<file path="src/rtl/ctrl_fsm_pkg.sv">
`default_nettype none
// ============================================================================
// Module   : ctrl_pkg
// Purpose  : Shared definitions for the ctrl_fsm control unit: opcode
//            constants, ALU mode codes, FSM state encoding, instruction
//            field positions and small decode helpers.
// Ports    : none (package)
// Revision : 1.0 - initial release
// ============================================================================
package ctrl_pkg;

  // Instruction field bit positions
  localparam int OPC_MSB = 7;
  localparam int OPC_LSB = 4;
  localparam int RD_MSB  = 3;
  localparam int RD_LSB  = 2;
  localparam int RS_MSB  = 1;
  localparam int RS_LSB  = 0;

  // Opcodes (all 16 codes are legal)
  localparam logic [3:0] OP_LD  = 4'b0000;
  localparam logic [3:0] OP_ST  = 4'b0001;
  localparam logic [3:0] OP_MI  = 4'b0010;
  localparam logic [3:0] OP_MR  = 4'b0011;
  localparam logic [3:0] OP_SUM = 4'b0100;
  localparam logic [3:0] OP_SB  = 4'b0101;
  localparam logic [3:0] OP_ANR = 4'b0110;
  localparam logic [3:0] OP_CM  = 4'b0111;
  localparam logic [3:0] OP_ORR = 4'b1000;
  localparam logic [3:0] OP_ORI = 4'b1001;
  localparam logic [3:0] OP_XRR = 4'b1010;
  localparam logic [3:0] OP_XRI = 4'b1011;
  localparam logic [3:0] OP_SMI = 4'b1100;
  localparam logic [3:0] OP_SBI = 4'b1101;
  localparam logic [3:0] OP_ANI = 4'b1110;
  localparam logic [3:0] OP_CMI = 4'b1111;

  // ALU mode codes
  localparam logic [2:0] ALU_PASS = 3'b000;
  localparam logic [2:0] ALU_ADD  = 3'b001;
  localparam logic [2:0] ALU_SUB  = 3'b010;
  localparam logic [2:0] ALU_AND  = 3'b011;
  localparam logic [2:0] ALU_OR   = 3'b100;
  localparam logic [2:0] ALU_XOR  = 3'b101;
  localparam logic [2:0] ALU_CMP  = 3'b110;

  // Control state encoding
  typedef enum logic [2:0] {
    ST_IDLE   = 3'd0,
    ST_DECODE = 3'd1,
    ST_EXEC   = 3'd2,
    ST_MEM    = 3'd3,
    ST_WB     = 3'd4
  } state_e;

  // Opcodes whose ALU operand B is the 2-bit immediate in instr[1:0]
  function automatic logic is_imm2_op(input logic [3:0] op);
    logic r;
    case (op)
      OP_MI, OP_ORI, OP_XRI, OP_SMI, OP_SBI, OP_ANI, OP_CMI: r = 1'b1;
      default:                                               r = 1'b0;
    endcase
    return r;
  endfunction

  // Compare opcodes finish in EXEC and pulse the flags instead of writing back
  function automatic logic is_cmp_op(input logic [3:0] op);
    return (op == OP_CM) || (op == OP_CMI);
  endfunction

  function automatic logic [2:0] alu_mode_of(input logic [3:0] op);
    logic [2:0] m;
    case (op)
      OP_SUM, OP_SMI: m = ALU_ADD;
      OP_SB,  OP_SBI: m = ALU_SUB;
      OP_ANR, OP_ANI: m = ALU_AND;
      OP_ORR, OP_ORI: m = ALU_OR;
      OP_XRR, OP_XRI: m = ALU_XOR;
      OP_CM,  OP_CMI: m = ALU_CMP;
      default:        m = ALU_PASS;   // LD, ST, MI, MR
    endcase
    return m;
  endfunction

endpackage
`default_nettype wire

</file>
<file path="src/rtl/ctrl_fsm_if.sv">
`default_nettype none
// ============================================================================
// Module   : ctrl_fsm_if
// Purpose  : Bundle of the instruction handshake, memory acknowledge and all
//            datapath control strobes of ctrl_fsm.
// Modports : master - instruction source / datapath side (drives instr,
//                     instr_valid, mem_ready; observes control outputs)
//            slave  - the control unit itself
// Revision : 1.0 - initial release
// ============================================================================
interface ctrl_fsm_if #(
  parameter int DATA_W = 8
);
  logic [7:0]        instr;
  logic              instr_valid;
  logic              instr_ready;
  logic              mem_ready;
  logic              alu_enable;
  logic [2:0]        alu_mode;
  logic              direct_imm;
  logic [DATA_W-1:0] imm_out;
  logic [1:0]        rs_sel;
  logic [1:0]        rd_sel;
  logic              reg_enable;
  logic              reg_rw;
  logic              mem_enable;
  logic              mem_rw;
  logic              flags_we;
  logic              busy;

  modport master (
    output instr, instr_valid, mem_ready,
    input  instr_ready, alu_enable, alu_mode, direct_imm, imm_out, rs_sel,
           rd_sel, reg_enable, reg_rw, mem_enable, mem_rw, flags_we, busy
  );

  modport slave (
    input  instr, instr_valid, mem_ready,
    output instr_ready, alu_enable, alu_mode, direct_imm, imm_out, rs_sel,
           rd_sel, reg_enable, reg_rw, mem_enable, mem_rw, flags_we, busy
  );
endinterface
`default_nettype wire

</file>
<file path="src/rtl/ctrl_fsm_imm_sext.sv">
`default_nettype none
// ============================================================================
// Module   : imm_sext
// Purpose  : Combinational immediate generator. LD sign-extends the whole low
//            nibble, immediate ALU ops sign-extend instr[1:0], every other
//            opcode yields zero.
// Ports    : opcode_i [3:0]      instruction opcode
//            nibble_i [3:0]      instruction low nibble
//            imm_o    [DATA_W-1:0] sign-extended immediate
// Revision : 1.0 - initial release
// ============================================================================
module imm_sext
  import ctrl_pkg::*;
#(
  parameter int DATA_W = 8
) (
  input  logic [3:0]        opcode_i,
  input  logic [3:0]        nibble_i,
  output logic [DATA_W-1:0] imm_o
);

  always_comb begin
    imm_o = '0;
    if (opcode_i == OP_LD) begin
      imm_o = DATA_W'($signed(nibble_i));
    end else if (is_imm2_op(opcode_i)) begin
      imm_o = DATA_W'($signed(nibble_i[1:0]));
    end
  end

endmodule
`default_nettype wire

</file>
<file path="src/rtl/ctrl_fsm.sv">
`default_nettype none
// ============================================================================
// Module   : ctrl_fsm
// Purpose  : Multi-cycle control unit. Accepts one instruction per
//            valid/ready handshake, decodes it and sequences
//            DECODE -> EXEC -> WB (ALU ops), DECODE -> EXEC (compares) or
//            DECODE -> MEM (store), driving registered datapath strobes.
// Params   : DATA_W  immediate width, 4..32
//            ALU_LAT cycles alu_enable is held in EXEC, 1..4
// Ports    : clk, rst (sync, active high)
//            bus : ctrl_fsm_if.slave - handshake, mem_ready, all controls
// Revision : 1.0 - initial release
// ============================================================================
module ctrl_fsm
  import ctrl_pkg::*;
#(
  parameter int DATA_W  = 8,
  parameter int ALU_LAT = 1
) (
  input  logic       clk,
  input  logic       rst,
  ctrl_fsm_if.slave  bus
);

  localparam int CNT_W = 2;

  state_e             state_q, state_d;
  logic [CNT_W-1:0]   cnt_q, cnt_d;
  logic [3:0]         op_q;

  logic               ready_q, busy_q;
  logic               alu_en_q, flags_we_q, reg_en_q, mem_en_q;
  logic [2:0]         alu_mode_q;
  logic               direct_imm_q;
  logic [DATA_W-1:0]  imm_q;
  logic [1:0]         rs_q, rd_q;

  // Combinational decode of the incoming instruction; captured at handshake
  // so the fields are already visible during DECODE.
  logic [3:0]         in_op;
  logic               in_is_imm;
  logic [1:0]         dec_rs, dec_rd;
  logic [DATA_W-1:0]  dec_imm;
  logic               capture;

  assign in_op     = bus.instr[OPC_MSB:OPC_LSB];
  // LD routes its immediate through the ALU PASS path as operand B.
  assign in_is_imm = (in_op == OP_LD) || is_imm2_op(in_op);
  assign dec_rd    = (in_op == OP_LD) ? 2'b00 : bus.instr[RD_MSB:RD_LSB];
  assign dec_rs    = in_is_imm ? 2'b00 : bus.instr[RS_MSB:RS_LSB];
  assign capture   = (state_q == ST_IDLE) && bus.instr_valid && ready_q;

  imm_sext #(.DATA_W(DATA_W)) u_imm_sext (
    .opcode_i (in_op),
    .nibble_i (bus.instr[3:0]),
    .imm_o    (dec_imm)
  );

  always_comb begin
    state_d = state_q;
    cnt_d   = cnt_q;
    case (state_q)
      ST_IDLE: begin
        if (capture) state_d = ST_DECODE;
      end
      ST_DECODE: begin
        state_d = (op_q == OP_ST) ? ST_MEM : ST_EXEC;
        cnt_d   = CNT_W'(ALU_LAT - 1);
      end
      ST_EXEC: begin
        if (cnt_q == '0) begin
          state_d = is_cmp_op(op_q) ? ST_IDLE : ST_WB;
        end else begin
          cnt_d = cnt_q - CNT_W'(1);
        end
      end
      ST_MEM: begin
        if (bus.mem_ready) state_d = ST_IDLE;
      end
      ST_WB: begin
        state_d = ST_IDLE;
      end
      default: begin
        state_d = ST_IDLE;
      end
    endcase
  end

  // Strobes are registered from the next state so they line up with it.
  always_ff @(posedge clk) begin
    if (rst) begin
      state_q      <= ST_IDLE;
      cnt_q        <= '0;
      op_q         <= '0;
      ready_q      <= 1'b0;
      busy_q       <= 1'b0;
      alu_en_q     <= 1'b0;
      flags_we_q   <= 1'b0;
      reg_en_q     <= 1'b0;
      mem_en_q     <= 1'b0;
      alu_mode_q   <= '0;
      direct_imm_q <= 1'b0;
      imm_q        <= '0;
      rs_q         <= '0;
      rd_q         <= '0;
    end else begin
      state_q    <= state_d;
      cnt_q      <= cnt_d;
      ready_q    <= (state_d == ST_IDLE);
      busy_q     <= (state_d != ST_IDLE);
      alu_en_q   <= (state_d == ST_EXEC);
      // Last EXEC cycle is the one entered with the counter at zero.
      flags_we_q <= (state_d == ST_EXEC) && (cnt_d == '0) && is_cmp_op(op_q);
      reg_en_q   <= (state_d == ST_WB);
      mem_en_q   <= (state_d == ST_MEM);
      if (capture) begin
        op_q         <= in_op;
        alu_mode_q   <= alu_mode_of(in_op);
        direct_imm_q <= in_is_imm;
        imm_q        <= dec_imm;
        rs_q         <= dec_rs;
        rd_q         <= dec_rd;
      end
    end
  end

  assign bus.instr_ready = ready_q;
  assign bus.busy        = busy_q;
  assign bus.alu_enable  = alu_en_q;
  assign bus.flags_we    = flags_we_q;
  assign bus.reg_enable  = reg_en_q;
  assign bus.reg_rw      = reg_en_q;
  assign bus.mem_enable  = mem_en_q;
  assign bus.mem_rw      = mem_en_q;
  assign bus.alu_mode    = alu_mode_q;
  assign bus.direct_imm  = direct_imm_q;
  assign bus.imm_out     = imm_q;
  assign bus.rs_sel      = rs_q;
  assign bus.rd_sel      = rd_q;

endmodule
`default_nettype wire

</file>
<file path="src/flat_wrapper.sv">
// flat-port wrapper written by rule: the top's interface ports become plain ports
module ctrl_fsm_flat import ctrl_pkg::*;
#(
  parameter int DATA_W  = 8,
  parameter int ALU_LAT = 1
)
  (clk, rst, bus_instr, bus_instr_valid, bus_mem_ready, bus_instr_ready, bus_alu_enable, bus_alu_mode, bus_direct_imm, bus_imm_out, bus_rs_sel, bus_rd_sel, bus_reg_enable, bus_reg_rw, bus_mem_enable, bus_mem_rw, bus_flags_we, bus_busy);
  ctrl_fsm_if #(.DATA_W(DATA_W)) bus_i ();
  input  logic clk;
  input  logic rst;
  input wire logic [$bits(bus_i.instr)-1:0] bus_instr;
  input wire logic [$bits(bus_i.instr_valid)-1:0] bus_instr_valid;
  input wire logic [$bits(bus_i.mem_ready)-1:0] bus_mem_ready;
  output wire logic [$bits(bus_i.instr_ready)-1:0] bus_instr_ready;
  output wire logic [$bits(bus_i.alu_enable)-1:0] bus_alu_enable;
  output wire logic [$bits(bus_i.alu_mode)-1:0] bus_alu_mode;
  output wire logic [$bits(bus_i.direct_imm)-1:0] bus_direct_imm;
  output wire logic [$bits(bus_i.imm_out)-1:0] bus_imm_out;
  output wire logic [$bits(bus_i.rs_sel)-1:0] bus_rs_sel;
  output wire logic [$bits(bus_i.rd_sel)-1:0] bus_rd_sel;
  output wire logic [$bits(bus_i.reg_enable)-1:0] bus_reg_enable;
  output wire logic [$bits(bus_i.reg_rw)-1:0] bus_reg_rw;
  output wire logic [$bits(bus_i.mem_enable)-1:0] bus_mem_enable;
  output wire logic [$bits(bus_i.mem_rw)-1:0] bus_mem_rw;
  output wire logic [$bits(bus_i.flags_we)-1:0] bus_flags_we;
  output wire logic [$bits(bus_i.busy)-1:0] bus_busy;
  assign bus_i.instr = bus_instr;
  assign bus_i.instr_valid = bus_instr_valid;
  assign bus_i.mem_ready = bus_mem_ready;
  assign bus_instr_ready = bus_i.instr_ready;
  assign bus_alu_enable = bus_i.alu_enable;
  assign bus_alu_mode = bus_i.alu_mode;
  assign bus_direct_imm = bus_i.direct_imm;
  assign bus_imm_out = bus_i.imm_out;
  assign bus_rs_sel = bus_i.rs_sel;
  assign bus_rd_sel = bus_i.rd_sel;
  assign bus_reg_enable = bus_i.reg_enable;
  assign bus_reg_rw = bus_i.reg_rw;
  assign bus_mem_enable = bus_i.mem_enable;
  assign bus_mem_rw = bus_i.mem_rw;
  assign bus_flags_we = bus_i.flags_we;
  assign bus_busy = bus_i.busy;
  ctrl_fsm #(.DATA_W(DATA_W), .ALU_LAT(ALU_LAT)) u_core (.clk(clk), .rst(rst), .bus(bus_i));
endmodule
</file>
<file path="config.mk">
export PLATFORM = sky130hd
export DESIGN_NAME = ctrl_fsm_flat
export DESIGN_NICKNAME = d
export VERILOG_FILES = /design/src/rtl/ctrl_fsm_pkg.sv /design/src/rtl/ctrl_fsm_if.sv /design/src/rtl/ctrl_fsm_imm_sext.sv /design/src/rtl/ctrl_fsm.sv /design/src/flat_wrapper.sv
export SDC_FILE = /design/constraint.sdc
export NUM_CORES = 1
export LEC_CHECK = 0
export CAP_MARGIN = 20
export CORE_ASPECT_RATIO = 1.4
export CORE_MARGIN = 4
export CORE_UTILIZATION = 30
export DETAILED_ROUTE_END_ITERATION = 8
export PLACE_DENSITY = 0.59
export SLEW_MARGIN = 15
export SYNTH_ARGS = -nofsm -noshare
export SYNTH_HDL_FRONTEND = slang
export SYNTH_SLANG_ARGS = --single-unit
</file>
<file path="constraint.sdc">
create_clock -name clk -period 2 [get_ports clk]
set_input_delay 0.4 -clock clk [delete_from_list [all_inputs] [get_ports clk]]
set_output_delay 0.4 -clock clk [all_outputs]
set_load 0.05 [all_outputs]
</file>
---- Yosys cells after proc, flatten, opt, wreduce, memory -nomap -nowiden ----
Memories as Yosys holds them, arrays and structs flattened. A register that Yosys moved wholly into a read port is not among the register bits.
Cells that the tools add are included.
cells by class
  multiplexer cells ....................... 14
  equality and inequality tests ........... 16
  reductions and logical operators ........ 13
  $add $sub $neg .......................... 1
operators by type and width
  operator               count
  $eq A4 B4 Y1 const B   7
  $mux W8                2
  $eq A3 B2 Y1 const B   4
  $mux W3                4
  $pmux W3 S4            1
  $reduce_or A7 Y1       1
  $logic_not A3 Y1       2
  $mux W2                3
  $eq A4 B1 Y1 const B   1
  $eq A4 B2 Y1 const B   1
  $eq A4 B3 Y1 const B   1
  $logic_and A1 B1 Y1    4
  $logic_not A2 Y1       2
  $logic_not A4 Y1       1
  $pmux W2 S2            1
  $eq A3 B1 Y1 const B   1
  $eq A3 B3 Y1 const B   1
  $mux W1                3
  $reduce_bool A3 Y1     1
  $logic_or A1 B1 Y1     2
  $sub A2 B1 Y2 const B  1
storage, ports and cells
  input port bits ......................... 12
  bits in read-only memories .............. 48
  flip-flop bits (word level) ............. 28
  output and inout bits ................... 24
  logic and storage cells ................. 58
  memories ................................ 1
memories
  memory            depth  width  read ports  clocked after memory_dff  write ports  line                RTL
  (name not given)  16     3      1           1                         0            ctrl_fsm_pkg.sv:73  case (op)

---- Longest topological paths before layout ----
  word-level depth ........................ 8
  mapped depth ............................ 6
  gate-level depth less buffers ........... 4

---- Cells and area by module ----
Synthesis repeated with hierarchy kept, for this count alone.
unflattened totals
  cells, all modules ...................... 159
  area, all modules ....................... 1340.0 µm²
by module, submodules not included
  module    area an instance (µm²)  sequential area each (µm²)  times used  cells an instance
  ctrl_fsm  1241.2                  620.6                       1           146
  imm_sext  98.8                    0.0                         1           13

---- Worst setup path after synthesis ----
No wires, ideal clock.
  path type ............................... reg-to-reg
  start point ............................. reg u_core.ready_q (netlist: u_core.bus.instr_ready)
  end point ............................... reg u_core.imm_q[1] (netlist: u_core.bus.imm_out[1])
  path buffers ............................ 1
  library setup time ...................... 0.115 ns
  stages on the path, launching flop included .. 6
  arrival ................................. 1.504 ns
  setup slack ............................. 0.381 ns
  clock period less this slack ............ 1.619 ns
  data required time ...................... 1.885 ns
  path through ............................ dfxtp_1 nand2_1 or2_4 buf_6 a22oi_2 nor2_1
between the ends
  word-level cells in the longest chain between the ends .. 1
RTL lines
  what                    line             RTL
  from (decl)             ctrl_fsm.sv:31   logic ready_q, busy_q;
  from (signal assigned)  ctrl_fsm.sv:109  ready_q <= (state_d == ST_IDLE);
  $logic_and A1 B1 Y1     ctrl_fsm.sv:51   assign capture = (state_q == ST_IDLE) && bus.instr_valid && ready_q;
  to (signal assigned)    ctrl_fsm.sv:120  imm_q <= dec_imm;
  to (decl)               ctrl_fsm.sv:35   logic [DATA_W-1:0] imm_q;
Every way passes these cells.
A chain may end at the register's enable or synchronous reset.

==> flow_summary.json <==
{
  "hold_class": "reg2reg",
  "viasPerCell": 4.98,
  "vias": 1031,
  "core_um2": 3920,
  "ctsRootBufferMaster": "clkbuf_8",
  "grt_overflow": 0,
  "clkTransAtPathRegs_ns": 0.09,
  "relSlewSlack": 0.663,
  "cp.required_ns": 1.60,
  "diodes": 0,
  "drc": 0,
  "path_max_fanout": 6,
  "wl_per_cell_um": 12.2,
  "timing.hold.ws_ns": 0.465,
  "cts_resized": 0,
  "port_buffers": 35,
  "synth-edff-count": 0,
  "p_per_area_nw_per_um2": 729,
  "max-cap-violations": 0,
  "async_reset_ff_frac": 0,
  "status": "finished clean",
  "grt_setup_unrepaired": "no",
  "clk_latency_ns": 0.27,
  "maxSlewViolCount": 0,
  "path_delay_family": "buffers and inverters",
  "start_kind": "register",
  "drt_first_pass_iters": 4,
  "antenna_found_initial": 0,
  "area_delta_synth_final_pct": 32.9,
  "die_y_um": 83.0,
  "synth_area_um2": 1200,
  "place_area_um2": 1560,
  "fmax_mhz": 521,
  "p_leak_nw": 0.565,
  "syn_inst": 131,
  "layout_common_cells": "35 x clkdlybuf4s50_1, 27 x dfxtp_1, 16 x nor2_1, 16 x nand2_1, 11 x a21oi_1",
  "syn_area_per_cell_um2": 9.20,
  "cts_buffers": 3,
  "ant_nets": 0,
  "row_count": 27,
  "crit_buf_inv": 1,
  "ctsHoldBuffers": 0,
  "worstPathCellList": "clkdlybuf4s50_1",
  "critPathArrivalTime_ns": 1.52,
  "cpMaxStageDelayCell": "clkdlybuf4s50_1",
  "start_util": 0.307,
  "final_common_cell": "clkdlybuf4s50_1",
  "cts_tree": "built",
  "drive_above_1_share": 0.128,
  "path_class": "reg2out",
  "setup_viol": 0,
  "ys.warnings.count": 0,
  "cpPeakStageDelay_ns": 0.84,
  "postLayoutCoreUtil": 0.409,
  "grt_usage": 0.111,
  "peakVddDrop_mv": 0.339,
  "finalHoldViolCount": 0,
  "htreeDepth": 1,
  "synthesis.nets": 143,
  "cts_setup_buffers": 0,
  "ys_types": 39,
  "ys_ff_latch": 27,
  "worst_slew_pin_slew_ns": 0.503,
  "synth-seq-area-share": 0.449,
  "grt_pass1_vias": 1025,
  "fin_crit_ns": 1.92,
  "die_area_um2": 5110,
  "wirelength_mm": 2.53,
  "clk_path_buf_depth": 2,
  "tns_ns": 0,
  "grt_pass1_wl_mm": 4.54,
  "grt_start_max_net_pins": 17,
  "design_area_um2": 1600,
  "ios": 36,
  "hpwl_mm": 1.97,
  "final_nets": 177,
  "place.gp.congestion": 0.734,
  "period_share": 0.960,
  "cts.sinks": 27,
  "drtIter0Drc": 11,
  "ys.flop_type": "dfxtp_1",
  "fin_worst_skew_ns": 0.00191,
  "dieWidth_um": 61.6,
  "endpoint_kind": "primary output",
  "fin_total_pwr_mw": 1.17
}
-- layout make-up --
type | count | area [um^2]
Tap cell | 43 | 53.8
Clock inverter | 1 | 5.00
Sequential cell | 27 | 541
Fill cell | 419 | 2320
Clock buffer | 3 | 41.3
Timing Repair Buffer | 43 | 410
Multi-Input combinational cell | 90 | 551
-- flip-flops by register name (all words and copies together), names as in the netlist --
| signal | flops |
|---|---|
| u_core.bus.rd_sel | 2 |
| u_core.bus.alu_mode | 3 |
| u_core.bus.imm_out | 4 |
| u_core.bus.busy | 1 |
| u_core.op_q | 4 |
| u_core.bus.instr_ready | 1 |
| u_core.bus.rs_sel | 2 |
| u_core.bus.direct_imm | 1 |
| u_core.bus.flags_we | 1 |
| u_core.bus.alu_enable | 1 |
| u_core.bus.mem_enable | 1 |
| u_core.cnt_q | 2 |
| u_core.bus.reg_enable | 1 |
| u_core.state_q | 3 |
-- cells in the mapped netlist (2+ instances only) --
cell type / instances / area, um^2
a211oi_1: 3 / 22.5
a21oi_1: 11 / 55.1
a2bb2oi_1: 2 / 17.5
a31oi_1: 2 / 12.5
buf_4: 6 / 45.0
buf_6: 3 / 33.8
clkbuf_1: 3 / 11.3
dfxtp_1: 27 / 541
mux2i_1: 2 / 20.0
nand2_1: 16 / 60.1
nand2b_1: 2 / 12.5
nand3_1: 2 / 10.0
nor2_1: 16 / 60.1
nor2b_1: 2 / 12.5
nor3_1: 6 / 30.0
nor3b_1: 2 / 15.0
o21a_1: 2 / 15.0
or3_4: 2 / 22.5
or4b_1: 2 / 20.0
-- path summary, 6_finish.rpt --
check        cells after the start  slack [ns]                                   to                               start
min reg2reg                      2        0.46    u_core.bus.rd_sel[1]$_SDFFE_PP0P_   u_core.bus.rd_sel[1]$_SDFFE_PP0P_
max                              1        0.08                       bus_imm_out[4]  u_core.bus.imm_out[6]$_SDFFE_PP0P_
max reg2reg                      4        0.38  u_core.bus.alu_mode[2]$_SDFFE_PP0P_        u_core.state_q[2]$_SDFF_PP0_
min                              2        0.46    u_core.bus.rd_sel[1]$_SDFFE_PP0P_   u_core.bus.rd_sel[1]$_SDFFE_PP0P_
-- routing by layer --
layer  vias up  wire length [um]  GRT usage
met5         -                 0          0
met4         0                38     0.0405
met3         4                91     0.0218
met2        23              1310      0.181
met1       482              1090      0.140
li1        522                 -          -
-- per-stage QoR --
stage	setup WS [ns]	instances
final	0.0802	207
after global routing	0.0118	207
after CTS	0.0541	207
after detailed placement	0.0316	203
after global placement	0.0852	203
after floorplan	0.381	131
-- cell families after synthesis --
| logic type | after synthesis | share of synthesized area |
|---|---|---|
| AOI/OAI and AO/OA | 28 | 0.169 |
| buffers and inverters | 14 | 0.0945 |
| DFF | 27 | 0.449 |
| muxes | 2 | 0.0166 |
| and+or+nand+nor | 60 | 0.271 |
-- worst reg2reg max path: stages, from the launching register on --
cell	delay, ns
dfxtp_1	0.39
or3_4	0.45
or2_4	0.32
a311oi_1	0.28
nor3_1	0.07
-- where the power goes --
part	internal (mW)	switching, mW	leakage (nW)	total (mW)
sequential	0.563	0.0177	0.220	0.581
clock	0.139	0.165	0.0255	0.304
combinational	0.111	0.172	0.320	0.283
total	0.813	0.354	0.565	1.17
(Power assumes the default switching activity.)
